===== src/rtl/fetch_pc_if.sv =====
// Fetch-stage bus: PC to imem/adder, instruction and pc+4 back, redirect and stall
// control in, IF/ID register contents and status out.
interface fetch_pc_if #(
    parameter int CNT_W = 16
);
    logic [31:0]      pc;
    logic [31:0]      pc_plus4;
    logic [31:0]      instr;
    logic             stall;
    logic             branch_taken;
    logic [31:0]      branch_target;
    logic             jump;
    logic [31:0]      jump_target;
    logic [31:0]      if_id_instr;
    logic [31:0]      if_id_pc_plus4;
    logic             if_id_valid;
    logic             misalign_err;
    logic [CNT_W-1:0] flush_count;

    // There is no valid/ready handshake on this bus. Every rising edge without
    // reset either redirects, holds on stall, or accepts instr/pc_plus4 as they
    // stand for the current pc.
    modport master (
        output pc_plus4, instr, stall, branch_taken, branch_target, jump, jump_target,
        input  pc, if_id_instr, if_id_pc_plus4, if_id_valid, misalign_err, flush_count
    );

    modport slave (
        input  pc_plus4, instr, stall, branch_taken, branch_target, jump, jump_target,
        output pc, if_id_instr, if_id_pc_plus4, if_id_valid, misalign_err, flush_count
    );
endinterface


===== src/rtl/fetch_pc_unit.sv =====
// Program counter and IF/ID pipeline register for the pipelined MIPS fetch stage,
// with redirect (jump/branch), stall hold, misalignment flag and flush counter.
module fetch_pc_unit #(
    parameter logic [31:0] RESET_PC = 32'h0000_0000,
    parameter int          CNT_W    = 16
) (
    input  logic       clk,
    input  logic       rst,
    fetch_pc_if.slave  bus
);
    localparam logic [CNT_W-1:0] CNT_MAX = '1;

    logic [31:0]      pc_q;
    logic [31:0]      instr_q;
    logic [31:0]      pc_plus4_q;
    logic             valid_q;
    logic             misalign_q;
    logic [CNT_W-1:0] flush_q;

    logic             redirect;
    logic [31:0]      target;

    // Jump is resolved over branch when both arrive in the same cycle.
    assign redirect = bus.jump | bus.branch_taken;
    assign target   = bus.jump ? bus.jump_target : bus.branch_target;

    always_ff @(posedge clk) begin
        if (rst) begin
            pc_q       <= RESET_PC;
            instr_q    <= 32'h0;
            pc_plus4_q <= 32'h0;
            valid_q    <= 1'b0;
            misalign_q <= 1'b0;
            flush_q    <= '0;
        end else if (redirect) begin
            pc_q       <= {target[31:2], 2'b00};
            instr_q    <= 32'h0;
            pc_plus4_q <= 32'h0;
            valid_q    <= 1'b0;
            if (target[1:0] != 2'b00) begin
                misalign_q <= 1'b1;
            end
            if (flush_q != CNT_MAX) begin
                flush_q <= flush_q + 1'b1;
            end
        end else if (!bus.stall) begin
            pc_q       <= bus.pc_plus4;
            instr_q    <= bus.instr;
            pc_plus4_q <= bus.pc_plus4;
            valid_q    <= 1'b1;
        end
    end

    assign bus.pc             = pc_q;
    assign bus.if_id_instr    = instr_q;
    assign bus.if_id_pc_plus4 = pc_plus4_q;
    assign bus.if_id_valid    = valid_q;
    assign bus.misalign_err   = misalign_q;
    assign bus.flush_count    = flush_q;
endmodule


===== src/flat_wrapper.sv =====
// flat-port wrapper written by rule: the top's interface ports become plain ports
module fetch_pc_unit_flat 
#(
    parameter logic [31:0] RESET_PC = 32'h0000_0000,
    parameter int          CNT_W    = 16
)
  (clk, rst, bus_pc_plus4, bus_instr, bus_stall, bus_branch_taken, bus_branch_target, bus_jump, bus_jump_target, bus_pc, bus_if_id_instr, bus_if_id_pc_plus4, bus_if_id_valid, bus_misalign_err, bus_flush_count);
  fetch_pc_if #(.CNT_W(CNT_W)) bus_i ();
  input  logic clk;
  input  logic rst;
  input wire logic [$bits(bus_i.pc_plus4)-1:0] bus_pc_plus4;
  input wire logic [$bits(bus_i.instr)-1:0] bus_instr;
  input wire logic [$bits(bus_i.stall)-1:0] bus_stall;
  input wire logic [$bits(bus_i.branch_taken)-1:0] bus_branch_taken;
  input wire logic [$bits(bus_i.branch_target)-1:0] bus_branch_target;
  input wire logic [$bits(bus_i.jump)-1:0] bus_jump;
  input wire logic [$bits(bus_i.jump_target)-1:0] bus_jump_target;
  output wire logic [$bits(bus_i.pc)-1:0] bus_pc;
  output wire logic [$bits(bus_i.if_id_instr)-1:0] bus_if_id_instr;
  output wire logic [$bits(bus_i.if_id_pc_plus4)-1:0] bus_if_id_pc_plus4;
  output wire logic [$bits(bus_i.if_id_valid)-1:0] bus_if_id_valid;
  output wire logic [$bits(bus_i.misalign_err)-1:0] bus_misalign_err;
  output wire logic [$bits(bus_i.flush_count)-1:0] bus_flush_count;
  assign bus_i.pc_plus4 = bus_pc_plus4;
  assign bus_i.instr = bus_instr;
  assign bus_i.stall = bus_stall;
  assign bus_i.branch_taken = bus_branch_taken;
  assign bus_i.branch_target = bus_branch_target;
  assign bus_i.jump = bus_jump;
  assign bus_i.jump_target = bus_jump_target;
  assign bus_pc = bus_i.pc;
  assign bus_if_id_instr = bus_i.if_id_instr;
  assign bus_if_id_pc_plus4 = bus_i.if_id_pc_plus4;
  assign bus_if_id_valid = bus_i.if_id_valid;
  assign bus_misalign_err = bus_i.misalign_err;
  assign bus_flush_count = bus_i.flush_count;
  fetch_pc_unit #(.RESET_PC(RESET_PC), .CNT_W(CNT_W)) u_core (.clk(clk), .rst(rst), .bus(bus_i));
endmodule

===== config.mk =====
export PLATFORM = sky130hd
export DESIGN_NAME = fetch_pc_unit_flat
export DESIGN_NICKNAME = d
export VERILOG_FILES = /design/src/rtl/fetch_pc_if.sv /design/src/rtl/fetch_pc_unit.sv /design/src/flat_wrapper.sv
export SDC_FILE = /design/constraint.sdc
export NUM_CORES = 1
export LEC_CHECK = 0
export CORE_MARGIN = 4
export CORE_UTILIZATION = 44
export CTS_BUF_LIST = sky130_fd_sc_hd__clkbuf_4
export CTS_CLUSTER_SIZE = 25
export DETAILED_ROUTE_END_ITERATION = 10
export PLACE_DENSITY = 0.85
export SLEW_MARGIN = 10
export SYNTH_ARGS = -nofsm -noshare
export SYNTH_HDL_FRONTEND = slang
export SYNTH_SLANG_ARGS = --single-unit

===== constraint.sdc =====
create_clock -name clk -period 3.4 [get_ports clk]
set_input_delay 0.68 -clock clk [delete_from_list [all_inputs] [get_ports clk]]
set_output_delay 0.68 -clock clk [all_outputs]
set_load 0.02 [all_outputs]

[Word level (Yosys, flattened, before mapping)]
Cells that the tools add are included.
Word-level totals
  bits in registers: 114
  input bits: 133
  logic and storage cells: 18
Cells by class
  $add $sub $neg: 1
  eq/ne operators: 2
  muxes and demuxes: 3
  bitwise gates (word level): 1
  reductions and logical operators: 4
Operator list (number)
  32-bit two-way mux: 3
  16-bit by 1-bit adder with 16-bit output, second input constant: 1
  16-bit != test, second input constant: 1
  2-bit AND reduction: 2
  2-bit by 1-bit != test with 1-bit output, second input constant: 1
  2-bit nonzero test: 1
  2-bit OR reduction: 1
  1-bit bitwise OR: 1

[Logic depth before layout (Yosys ltp)]
Gate-level depths: netlist of run 1.
  depth in word-level cells: 3
  mapped depth: 7
  depth with buffers taken out: 5

[Least setup slack after synthesis of run 1]
Ideal clock, no wire load.
  path kind: in2reg
  from: input port bus_branch_taken
  to: register u_core.flush_q[14] (netlist: u_core.bus.flush_count[14])
  arrival time: 2.054 ns
  setup slack: 1.225 ns
  cell stages on the path: 6
  path buffers: 2
  path through: buf_4 -> o21ai_0 -> or2_2 -> clkbuf_1 -> nor4b_1 -> mux2_2
Between the ends
  longest elaborated chain between the ends: 2
RTL lines
  from (decl): RTL line flat_wrapper.sv:14  | input wire logic [$bits(bus_i.branch_taken)-1:0] bus_branch_taken;
  1-bit bitwise OR: RTL line fetch_pc_unit.sv:24  | assign redirect = bus.jump | bus.branch_taken;
  2-bit AND reduction (no source line)
  to (signal assigned): RTL line fetch_pc_unit.sv:44  | flush_q <= flush_q + 1'b1;
  to (decl): RTL line fetch_pc_unit.sv:18  | logic [CNT_W-1:0] flush_q;
Every way passes these cells.
A chain may end at the register's enable or synchronous reset.

[Final worst setup path of run 1]
  from: register u_core.flush_q[6] (netlist: u_core.bus.flush_count[6])
  to: output port bus_flush_count[6]
RTL lines
  to (decl): RTL line flat_wrapper.sv:23  | output wire logic [$bits(bus_i.flush_count)-1:0] bus_flush_count;
No word-level cell between the ends.

==> results of run 1 <==
## cell usage after synthesis (3+ instances only)
master,count,area share [%]
sky130_fd_sc_hd__mux2i_1,113,24
sky130_fd_sc_hd__nor3b_1,6,0.94
sky130_fd_sc_hd__nor2_1,99,7.8
sky130_fd_sc_hd__nand2_1,29,2.3
sky130_fd_sc_hd__buf_2,8,0.84
sky130_fd_sc_hd__inv_1,3,0.24
sky130_fd_sc_hd__nand4_1,3,0.39
sky130_fd_sc_hd__clkbuf_1,24,1.9
sky130_fd_sc_hd__o21ai_0,30,3.1
sky130_fd_sc_hd__o31ai_1,7,1.1
sky130_fd_sc_hd__nand3_1,4,0.42
sky130_fd_sc_hd__buf_4,3,0.47
sky130_fd_sc_hd__a22oi_1,6,0.94
sky130_fd_sc_hd__a21oi_1,25,2.6
sky130_fd_sc_hd__or4_1,7,1.1
sky130_fd_sc_hd__dfxtp_1,112,47
sky130_fd_sc_hd__or2_2,7,0.91
sky130_fd_sc_hd__or3_1,5,0.65
sky130_fd_sc_hd__buf_1,4,0.31
## power groups by stage
stage / Sequential, mW / Clock, mW / Combinational (mW)
4_1_cts: 1.38 / 0.688 / 0.530
3_3_place_gp: 1.41 / 0 / 0.515
2_1_floorplan: 1.46 / 0 / 0.187
3_5_place_dp: 1.41 / 0 / 0.527
6_report: 1.38 / 0.669 / 0.526
5_1_grt: 1.39 / 0.746 / 0.564
## area by class of cell
class | instances | area (um2) | area share (%)
clock buffer | 9 | 67.56 | 0.9103
clock inverter | 7 | 70.07 | 0.9440
inverter | 3 | 11.26 | 0.1517
multi-input combinational | 362 | 2371 | 31.95
sequential | 112 | 2242 | 30.21
tap | 136 | 170.2 | 2.293
timing repair buffer | 252 | 2490 | 33.55
## state kept, by name (all words and copies together), names as in the netlist
register	cells
u_core.bus.if_id_instr	32
u_core.bus.flush_count	16
u_core.bus.if_id_pc_plus4	32
u_core.bus.pc	30
u_core.bus.if_id_valid	1
u_core.bus.misalign_err	1
## per-layer routing
layer | track usage, % | up-vias
met5 | 0 | -
met4 | 8.734 | 0
met3 | 7.709 | 34
met2 | 42.23 | 182
met1 | 25.05 | 2088
li1 | - | 2234
## cells by family after synthesis
logic type	synth area share [%]
compound gates	8.599
fa+ha+maj	0.2613
buf+inv	3.738
flops	46.84
mux	24.10
simple gates	16.47
## through the flow
step | power (mW) | std cells
floorplan | 1.650 | 516
global placement | 1.923 | 865
detailed placement | 1.938 | 865
CTS | 2.602 | 881
global route | 2.700 | 881
finish | 2.579 | 881
## worst max-delay path by stage
stage                                                         end  slack [ps]
after floorplan           u_core.bus.flush_count[14]$_SDFFE_PP0P_        1230
after global placement    u_core.bus.flush_count[11]$_SDFFE_PP0P_         800
after detailed placement  u_core.bus.flush_count[11]$_SDFFE_PP0P_         720
after CTS                                      bus_flush_count[6]        1090
after global routing                           bus_flush_count[6]        1010
final                                          bus_flush_count[6]        1120
==> results.sh, run 1 <==
export IMPL_power_internal_mw=1.881
export IMPL_post_route_period_util_pct=67.07
export IMPL_row_count=37
export IMPL_postLayoutSetupSlackWorst_ps=1120
export IMPL_timing_final_hold_violations=0
export IMPL_cts_hold_fix_buffers=0
export IMPL_drive_above_1_share_pct=4.966
export IMPL_clock_sinks=112
export IMPL_synth_yosys_seq_area_share_pct=46.84
export IMPL_global_route_wire_length_before_repair_um=23810
export IMPL_max_slew_margin_rel_pct=44.61
export IMPL_ctsHtreeMaxLevel=3
export IMPL_critical_path_max_stage_delay_ps=650
export IMPL_ctsLongestPathBuffers=2
export IMPL_ys_seq_elements=112
export IMPL_highest_metal_layer_used_by_the_detailed_router="met4"
export IMPL_pre_cts_slack_ps=723.0
export IMPL_worstHoldPathCells=2
export IMPL_vias_per_cell=5.151
export IMPL_fin_util_pct=70.94
export IMPL_tritoncts_num_buffers=9
export IMPL_startpoint_type="register"
export IMPL_syn_avg_cell_area_um2=9.277
export IMPL_critical_path_slowest_cell="sky130_fd_sc_hd__clkdlybuf4s50_1"
export IMPL_dp_final_hpwl_um=11630
export IMPL_dieWidth_um=112.3
export IMPL_period_needed_ps=2280
export IMPL_core_area_um2=10460
export IMPL_global_route_overflow_total=0
export IMPL_p_leak_nw=2.940
export IMPL_detail_route_first_pass_iterations=4
export IMPL_insertion_delay_ps=450
export IMPL_placed_area_um2=7281
export IMPL_r2r_start="u_core.bus.flush_count[0]$_SDFFE_PP0P_"
export IMPL_antenna_violating_nets_post_route=0
export IMPL_route_met2_wl_um=7787
export IMPL_skew_ps=17.35
export IMPL_worst_setup_path_type="register to output pin"
export IMPL_synth_edff_count=0
export IMPL_post_cts_buffers=0
export IMPL_cp_depth=1
export IMPL_area_growth_syn_to_layout_pct=55.04
export IMPL_synthesis_area_um2=4787
export IMPL_worstHoldEndpoint="u_core.bus.if_id_valid$_SDFFE_PP0N_"
export IMPL_switching_share_pct=27.06
export IMPL_die_h_um=112.3
export IMPL_number_of_warning_messages_in_the_yosys_log=0
export IMPL_netlist_cell_type_count=34
export IMPL_source_of_the_critical_timing_path="u_core.bus.flush_count[6]$_SDFFE_PP0P_"
export IMPL_first_iter_violations=238
export IMPL_arrival_ps=1600
export IMPL_hold_path_startpoint="u_core.bus.if_id_valid$_SDFFE_PP0N_"
export IMPL_insertedDiodeCount=0
export IMPL_buffer_ports_inserted=246
export IMPL_worstReg2RegEnd="u_core.bus.flush_count[14]$_SDFFE_PP0P_"
export IMPL_routabilityCongestion=0.8949
export IMPL_max_cap_violations=0
export IMPL_most_common_layout_cells="sky130_fd_sc_hd__clkdlybuf4s50_1, sky130_fd_sc_hd__mux2i_1, sky130_fd_sc_hd__dfxtp_1, sky130_fd_sc_hd__nor2_1, sky130_fd_sc_hd__o21ai_0"
export IMPL_met1Wirelength_um=5731
export IMPL_wirelength_um=15270
export IMPL_postSynth_asyncResetShare_pct=0
export IMPL_setup_tns_ps=0
export IMPL_synth_nets=650
export IMPL_ioPinCount=247
export IMPL_clkPwrFrac_pct=26.0
export IMPL_hold_worst_slack_ps=469.6
export IMPL_power_density_over_the_cells_nw_per_um2=347.4
export IMPL_max_clock_freq_mhz=438.5
export IMPL_vias=4538
export IMPL_worst_pin_slew_ps=830.9
export IMPL_wire_length_per_cell_after_detailed_routing_um=17.34
export IMPL_share_comb_of_total_power_pct=20.4
export IMPL_r2r_worst_path_cells=5
export IMPL_layout_cells_most_common="sky130_fd_sc_hd__clkdlybuf4s50_1"
export IMPL_post_synth_inst_count=516
export IMPL_setup_viol_count_final=0
export IMPL_critPathCaptureType="output pin"
export IMPL_grt_pass1_vias=4651
export IMPL_post_route_drc_count=0
export IMPL_p_seq_share_pct=53.7
export IMPL_crit_required_ps=2720
export IMPL_postCtsResizedCells=0
export IMPL_timing_max_transition_violations_final=0
export IMPL_globalRouteTotalUtil_pct=23.28
export IMPL_worst_hold_path_class="register to register"
export IMPL_r2r_slack_ps=1310
export IMPL_cts_root_buffer="sky130_fd_sc_hd__clkbuf_4"
export IMPL_grt_start_max_net_pins=66
export IMPL_postSynth_topFlopCell="sky130_fd_sc_hd__dfxtp_1"
export IMPL_finished_layout_cell_area_um2=7422
export IMPL_critPathTopFamily="buffers and inverters"
export IMPL_max_vdd_ir_drop_uv=244.0
export IMPL_floorplan_die_area_um2=12610
export IMPL_layout_filler_cells=837
export IMPL_finalNetCount=874
export IMPL_cp_cell_sequence="clkdlybuf4s50_1"
export IMPL_cts_reportedPaths_clkPinSlew_ps=180
export IMPL_timing_critical_path_fanout_max=8
export IMPL_rsz_0062_raised_after_global_routing="no"
export IMPL_antenna_found_initial=0
export IMPL_status="finished, final reports clean"
export IMPL_path_buf_inv=1
export IMPL_starting_density_of_the_core_pct=45.75
export IMPL_wl_met3_um=1215
export IMPL_power_switching_uw=697.9
export IMPL_cts_tree="built"
Power figures use the tool's default switching activity.
==> run 2, diff against run 1 <==
--- a/config.mk
+++ b/config.mk
@@ -6,11 +6,11 @@
 export NUM_CORES = 1
 export LEC_CHECK = 0
 export CORE_MARGIN = 4
-export CORE_UTILIZATION = 44
+export CORE_UTILIZATION = 37
 export CTS_BUF_LIST = sky130_fd_sc_hd__clkbuf_4
 export CTS_CLUSTER_SIZE = 25
 export DETAILED_ROUTE_END_ITERATION = 10
-export PLACE_DENSITY = 0.85
+export PLACE_DENSITY = 0.76
 export SLEW_MARGIN = 10
 export SYNTH_ARGS = -nofsm -noshare
 export SYNTH_HDL_FRONTEND = slang
==> constraint.sdc (replaced) <==
create_clock -name clk -period 2.05 [get_ports clk]
set_input_delay 0.41 -clock clk [delete_from_list [all_inputs] [get_ports clk]]
set_output_delay 0.41 -clock clk [all_outputs]
set_load 0.02 [all_outputs]
==> results.sh, run 2 (synthesis gave the netlist of run 1 again) <==
export IMPL_hold_worst_slack_ps=292.9
export IMPL_dp_final_hpwl_um=11890
export IMPL_insertion_delay_ps=440
export IMPL_ctsLongestPathBuffers=2
export IMPL_clock_sinks=112
export IMPL_max_vdd_ir_drop_uv=290.7
export IMPL_critical_path_slowest_cell="sky130_fd_sc_hd__clkdlybuf4s50_1"
export IMPL_row_count=41
export IMPL_timing_critical_path_fanout_max=6
export IMPL_max_slew_margin_rel_pct=59.73
export IMPL_vias=4643
export IMPL_final_cells=930
export IMPL_ioPinCount=247
export IMPL_drive_above_1_share_pct=7.388
export IMPL_worst_hold_path_class="input pin to register"
export IMPL_wire_length_per_cell_after_detailed_routing_um=16.63
export IMPL_vias_per_cell=4.992
export IMPL_critPathCaptureType="output pin"
export IMPL_finished_layout_cell_area_um2=7574
export IMPL_worst_pin_slew_ps=604.0
export IMPL_status="finished, final reports clean"
export IMPL_setup_tns_ps=0
export IMPL_placed_area_um2=7438
export IMPL_skew_ps=12.56
export IMPL_detail_route_first_pass_iterations=4
export IMPL_setup_viol_count_final=0
export IMPL_post_layout_total_power_mw=4.162
export IMPL_ctsHtreeMaxLevel=3
export IMPL_finalNetCount=887
export IMPL_antenna_found_initial=0
export IMPL_antenna_violating_nets_post_route=0
export IMPL_grt_pass1_vias=4728
export IMPL_placed_cells_incl_taps=914
export IMPL_timing_max_transition_violations_final=0
export IMPL_p_leak_nw=3.088
export IMPL_insertedDiodeCount=0
export IMPL_core_area_um2=12620
export IMPL_global_route_wire_length_before_repair_um=23870
export IMPL_cts_root_buffer="sky130_fd_sc_hd__clkbuf_4"
export IMPL_max_cap_violations=0
export IMPL_cp_cell_sequence="clkdlybuf4s50_1"
export IMPL_r2r_slack_ps=180
export IMPL_cts_tree="built"
export IMPL_startpoint_type="register"
export IMPL_global_route_overflow_total=0
export IMPL_post_route_drc_count=0
export IMPL_crit_required_ps=1640
export IMPL_globalRouteTotalUtil_pct=20.17
export IMPL_post_route_period_util_pct=95.64
export IMPL_power_density_over_the_cells_nw_per_um2=549.6
export IMPL_buffer_ports_inserted=246
export IMPL_die_h_um=121.7
export IMPL_wirelength_um=15470
export IMPL_rsz_0062_raised_after_global_routing="no"
export IMPL_first_iter_violations=346
export IMPL_period_needed_ps=1961
export IMPL_path_buf_inv=1
export IMPL_tritoncts_num_buffers=9
export IMPL_routabilityCongestion=0.8390
export IMPL_area_growth_syn_to_layout_pct=58.21
export IMPL_layout_cells_most_common="sky130_fd_sc_hd__clkdlybuf4s50_1"
export IMPL_timing_final_hold_violations=0
export IMPL_most_common_layout_cells="sky130_fd_sc_hd__clkdlybuf4s50_1, sky130_fd_sc_hd__mux2i_1, sky130_fd_sc_hd__dfxtp_1, sky130_fd_sc_hd__nor2_1, sky130_fd_sc_hd__o21ai_0"
export IMPL_critPathTopFamily="buffers and inverters"
export IMPL_cts_reportedPaths_clkPinSlew_ps=160
export IMPL_max_clock_freq_mhz=510.0
export IMPL_starting_density_of_the_core_pct=37.93
export IMPL_grt_start_max_net_pins=51
export IMPL_dieWidth_um=121.7
export IMPL_worst_setup_path_type="register to output pin"
export IMPL_layout_filler_cells=1119
export IMPL_critical_path_max_stage_delay_ps=650
export IMPL_cts_hold_fix_buffers=0
export IMPL_floorplan_die_area_um2=14820
export IMPL_arrival_ps=1550
run 2: cell count changes in the layout (fill, tap and decap cells not counted), moves of 2 or more:
cell,before,now
sky130_fd_sc_hd__clkdlybuf4s50_1,242,237
sky130_fd_sc_hd__buf_4,7,19
sky130_fd_sc_hd__clkinvlp_4,0,2
sky130_fd_sc_hd__dlymetal6s2s_1,0,5
sky130_fd_sc_hd__dfxtp_2,0,4
sky130_fd_sc_hd__dfxtp_1,112,108
run 2: area by class of cell:
class	count	area, um2	share of cell area [%]
Sequential cell	112	2247	29.67
Tap cell	172	215.2	2.842
Timing Repair Buffer	265	2613	34.50
Clock inverter	7	47.55	0.6278
Clock buffer	9	67.56	0.8921
Multi-Input combinational cell	362	2372	31.32
Inverter	3	11.26	0.1487
run 2: timing repair:
action,CTS,global route
buffers inserted,0,0
endpoints found under the setup margin,0,10
gates resized for setup,0,8
run 2: worst paths after layout:
path | to | start | cells past startpoint
min reg2reg | u_core.bus.if_id_valid$_SDFFE_PP0N_ | u_core.bus.if_id_valid$_SDFFE_PP0N_ | 2
max | bus_flush_count[9] | u_core.bus.flush_count[9]$_SDFFE_PP0P_ | 1
min | u_core.bus.pc[31]$_SDFFE_PP0P_ | bus_jump | 3
max reg2reg | u_core.bus.flush_count[14]$_SDFFE_PP0P_ | u_core.bus.flush_count[0]$_SDFFE_PP0P_ | 5
run 2: metal layers:
layer  part of all wire (%)  global-route usage [%]  up-vias
li1                       -                       -     2263
met1                     40                   23.98     2183
met2                     51                   35.67      174
met3                    7.0                   5.292       23
met4                    1.9                   6.022        0
met5                      0                       0        -
run 2: stage by stage:
step           setup slack, ps  util [%]
5_1_grt                  11.67     60.01
4_1_cts                  17.02     59.86
3_3_place_gp             210.6     58.94
6_report                 89.39     60.01
2_1_floorplan            89.70         -
3_5_place_dp             143.9     58.94
run 2: where the power goes:
part,total (mW),internal [mW],switching (mW)
combinational,0.888,0.502,0.385
clock,0.977,0.250,0.726
sequential,2.30,2.25,0.0450
total,4.16,3.01,1.16
==> run 3, diff against run 2 <==
--- a/config.mk
+++ b/config.mk
@@ -6,12 +6,12 @@
 export NUM_CORES = 1
 export LEC_CHECK = 0
 export CORE_MARGIN = 4
-export CORE_UTILIZATION = 37
+export CORE_UTILIZATION = 41
 export CTS_BUF_LIST = sky130_fd_sc_hd__clkbuf_4
 export CTS_CLUSTER_SIZE = 25
 export DETAILED_ROUTE_END_ITERATION = 10
-export PLACE_DENSITY = 0.76
-export SLEW_MARGIN = 10
+export PLACE_DENSITY = 0.8
+export SLEW_MARGIN = 20
 export SYNTH_ARGS = -nofsm -noshare
 export SYNTH_HDL_FRONTEND = slang
 export SYNTH_SLANG_ARGS = --single-unit
==> constraint.sdc (replaced) <==
create_clock -name clk -period 1.85 [get_ports clk]
set_input_delay 0.37 -clock clk [delete_from_list [all_inputs] [get_ports clk]]
set_output_delay 0.37 -clock clk [all_outputs]
set_load 0.02 [all_outputs]
==> results.sh, run 3 (synthesis gave the netlist of run 1 again) <==
export IMPL_timing_final_hold_violations=0
export IMPL_drive_above_1_share_pct=8.377
export IMPL_critical_path_max_stage_delay_ps=540
export IMPL_max_clock_freq_mhz=554.4
export IMPL_rsz_0062_raised_after_global_routing="yes"
export IMPL_register_area_um2=2252
export IMPL_grt_busiest_layer="met2"
export IMPL_starting_density_of_the_core_pct=41.92
export IMPL_antenna_violating_nets_post_route=0
export IMPL_grt_met2_usage_pct=38.51
export IMPL_arrival_ps=2180
export IMPL_cp_cell_sequence="nand4_2 > or3_4 > or4_1 > a21oi_1"
export IMPL_power_density_over_the_cells_nw_per_um2=586.1
export IMPL_post_route_period_util_pct=97.50
export IMPL_critical_path_slowest_cell="sky130_fd_sc_hd__or4_1"
export IMPL_wire_length_per_cell_after_detailed_routing_um=17.23
export IMPL_routabilityCongestion=0.9101
export IMPL_setup_viol_count_final=0
export IMPL_vias_per_cell=5.148
export IMPL_grt_pass1_vias=4670
export IMPL_cts_hold_fix_buffers=0
export IMPL_layout_filler_cells=905
export IMPL_worst_hold_path_class="input pin to register"
export IMPL_met1_usage_pct=25.01
export IMPL_max_cap_violations=0
export IMPL_global_route_overflow_total=0
export IMPL_global_route_wire_length_before_repair_um=23360
export IMPL_timing_critical_path_fanout_max=10
export IMPL_floorplan_die_area_um2=13470
export IMPL_area_growth_syn_to_layout_pct=62.10
export IMPL_grt_start_max_net_pins=36
export IMPL_core_area_um2=11420
export IMPL_worst_setup_path_type="register to register"
export IMPL_post_layout_total_power_mw=4.548
export IMPL_max_slew_margin_rel_pct=70.63
export IMPL_tritoncts_num_buffers=9
export IMPL_timing_max_transition_violations_final=0
export IMPL_wirelength_um=15630
export IMPL_row_count=39
export IMPL_critPathCaptureType="register"
export IMPL_startpoint_type="register"
export IMPL_p_leak_nw=4.424
export IMPL_layout_cells_most_common="sky130_fd_sc_hd__clkdlybuf4s50_1"
export IMPL_multiInputGateArea_um2=2379
export IMPL_most_common_layout_cells="sky130_fd_sc_hd__clkdlybuf4s50_1, sky130_fd_sc_hd__mux2i_1, sky130_fd_sc_hd__dfxtp_1, sky130_fd_sc_hd__nor2_1, sky130_fd_sc_hd__dlymetal6s2s_1"
export IMPL_period_needed_ps=1804
export IMPL_clock_sinks=112
export IMPL_crit_required_ps=2220
export IMPL_ctsLongestPathBuffers=2
export IMPL_pre_cts_slack_ps=-20.65
export IMPL_cts_reportedPaths_clkPinSlew_ps=160
export IMPL_finalNetCount=895
export IMPL_globalRouteMet3Util_pct=7.363
export IMPL_buffer_ports_inserted=246
export IMPL_status="finished, final reports clean"
export IMPL_detail_route_first_pass_iterations=4
export IMPL_skew_ps=9.138
export IMPL_insertedDiodeCount=0
export IMPL_die_h_um=116.1
export IMPL_post_route_drc_count=0
export IMPL_worst_pin_slew_ps=437.0
export IMPL_ctsHtreeMaxLevel=3
export IMPL_ioPinCount=247
export IMPL_cts_tree="built"
export IMPL_vias=4669
export IMPL_globalRouteTotalUtil_pct=21.99
export IMPL_dieWidth_um=116.1
export IMPL_first_iter_violations=281
export IMPL_dp_final_hpwl_um=12000
export IMPL_postLayoutSetupSlackWorst_ps=46.20
export IMPL_antenna_found_initial=0
export IMPL_max_vdd_ir_drop_uv=319.2
export IMPL_cts_root_buffer="sky130_fd_sc_hd__clkbuf_4"
export IMPL_insertion_delay_ps=440
==> run 3: changes by cell type in the layout (fill, tap and decap cells not counted), sizes merged <==
| cell | change |
|---|---|
| buf | +8 |
| clkbuf | +1 |
| clkdlybuf4s50 | -100 |
| clkinv | -2 |
| dlygate4sd2 | +32 |
| dlymetal6s2s | +68 |
| inv | -1 |
==> run 3: critical path: cells and delay by family, from the launching register on <==
family	cells	cell delay, ps
flip-flops	1	410
AND/OR/NAND/NOR	3	1150
AO/OA/AOI/OAI	1	190
==> run 3: routing by layer <==
metal / wire (um) / vias to the layer above
met5: 0 / -
met2: 7922 / 204
met3: 1435 / 26
li1: - / 2277
met4: 332 / 0
met1: 5939 / 2162
==> run 3: repair_timing <==
action,in CTS,in global routing
resized for setup,33,76
buffers inserted,0,0
setup endpoints to repair,33,78
==> run 3: final cells by class <==
type / instances / area share [%]
Timing Repair Buffer: 273 / 36.60
Multi-Input combinational cell: 362 / 30.65
Inverter: 3 / 0.1451
Clock buffer: 10 / 0.9674
Clock inverter: 4 / 0.3064
Tap cell: 143 / 2.306
Sequential cell: 112 / 29.02
==> run 3: worst paths after layout <==
| path | slack (ps) | from | endpoint | cells after the start |
|---|---|---|---|---|
| worst max-delay path | 50 | u_core.bus.flush_count[3]$_SDFFE_PP0P_ | u_core.bus.flush_count[9]$_SDFFE_PP0P_ | 4 |
| worst max register to register | 50 | u_core.bus.flush_count[3]$_SDFFE_PP0P_ | u_core.bus.flush_count[9]$_SDFFE_PP0P_ | 4 |
| worst min register to register | 470 | u_core.bus.if_id_valid$_SDFFE_PP0N_ | u_core.bus.if_id_valid$_SDFFE_PP0N_ | 2 |
| worst min-delay path | 430 | bus_stall | u_core.bus.if_id_pc_plus4[8]$_SDFFE_PP0N_ | 3 |
==> run 3: metrics by stage <==
step	utilization, %	setup TNS (ps)	hold WS (ps)	std cells	area, um2
global placement	65.76	0	437.7	893	7508
finish	67.96	0	434.5	907	7760
CTS	66.32	0	384.8	907	7572
floorplan	-	-3.749	513.9	516	4798
global route	67.96	-89.15	416.0	907	7760
detailed placement	65.76	-20.65	458.2	893	7508
==> run 3: where the power goes <==
group	switching [mW]	total, mW	internal (mW)
Clock	0.754	1.03	0.273
Combinational	0.433	0.985	0.552
Sequential	0.0422	2.54	2.49
Total	1.23	4.55	3.32
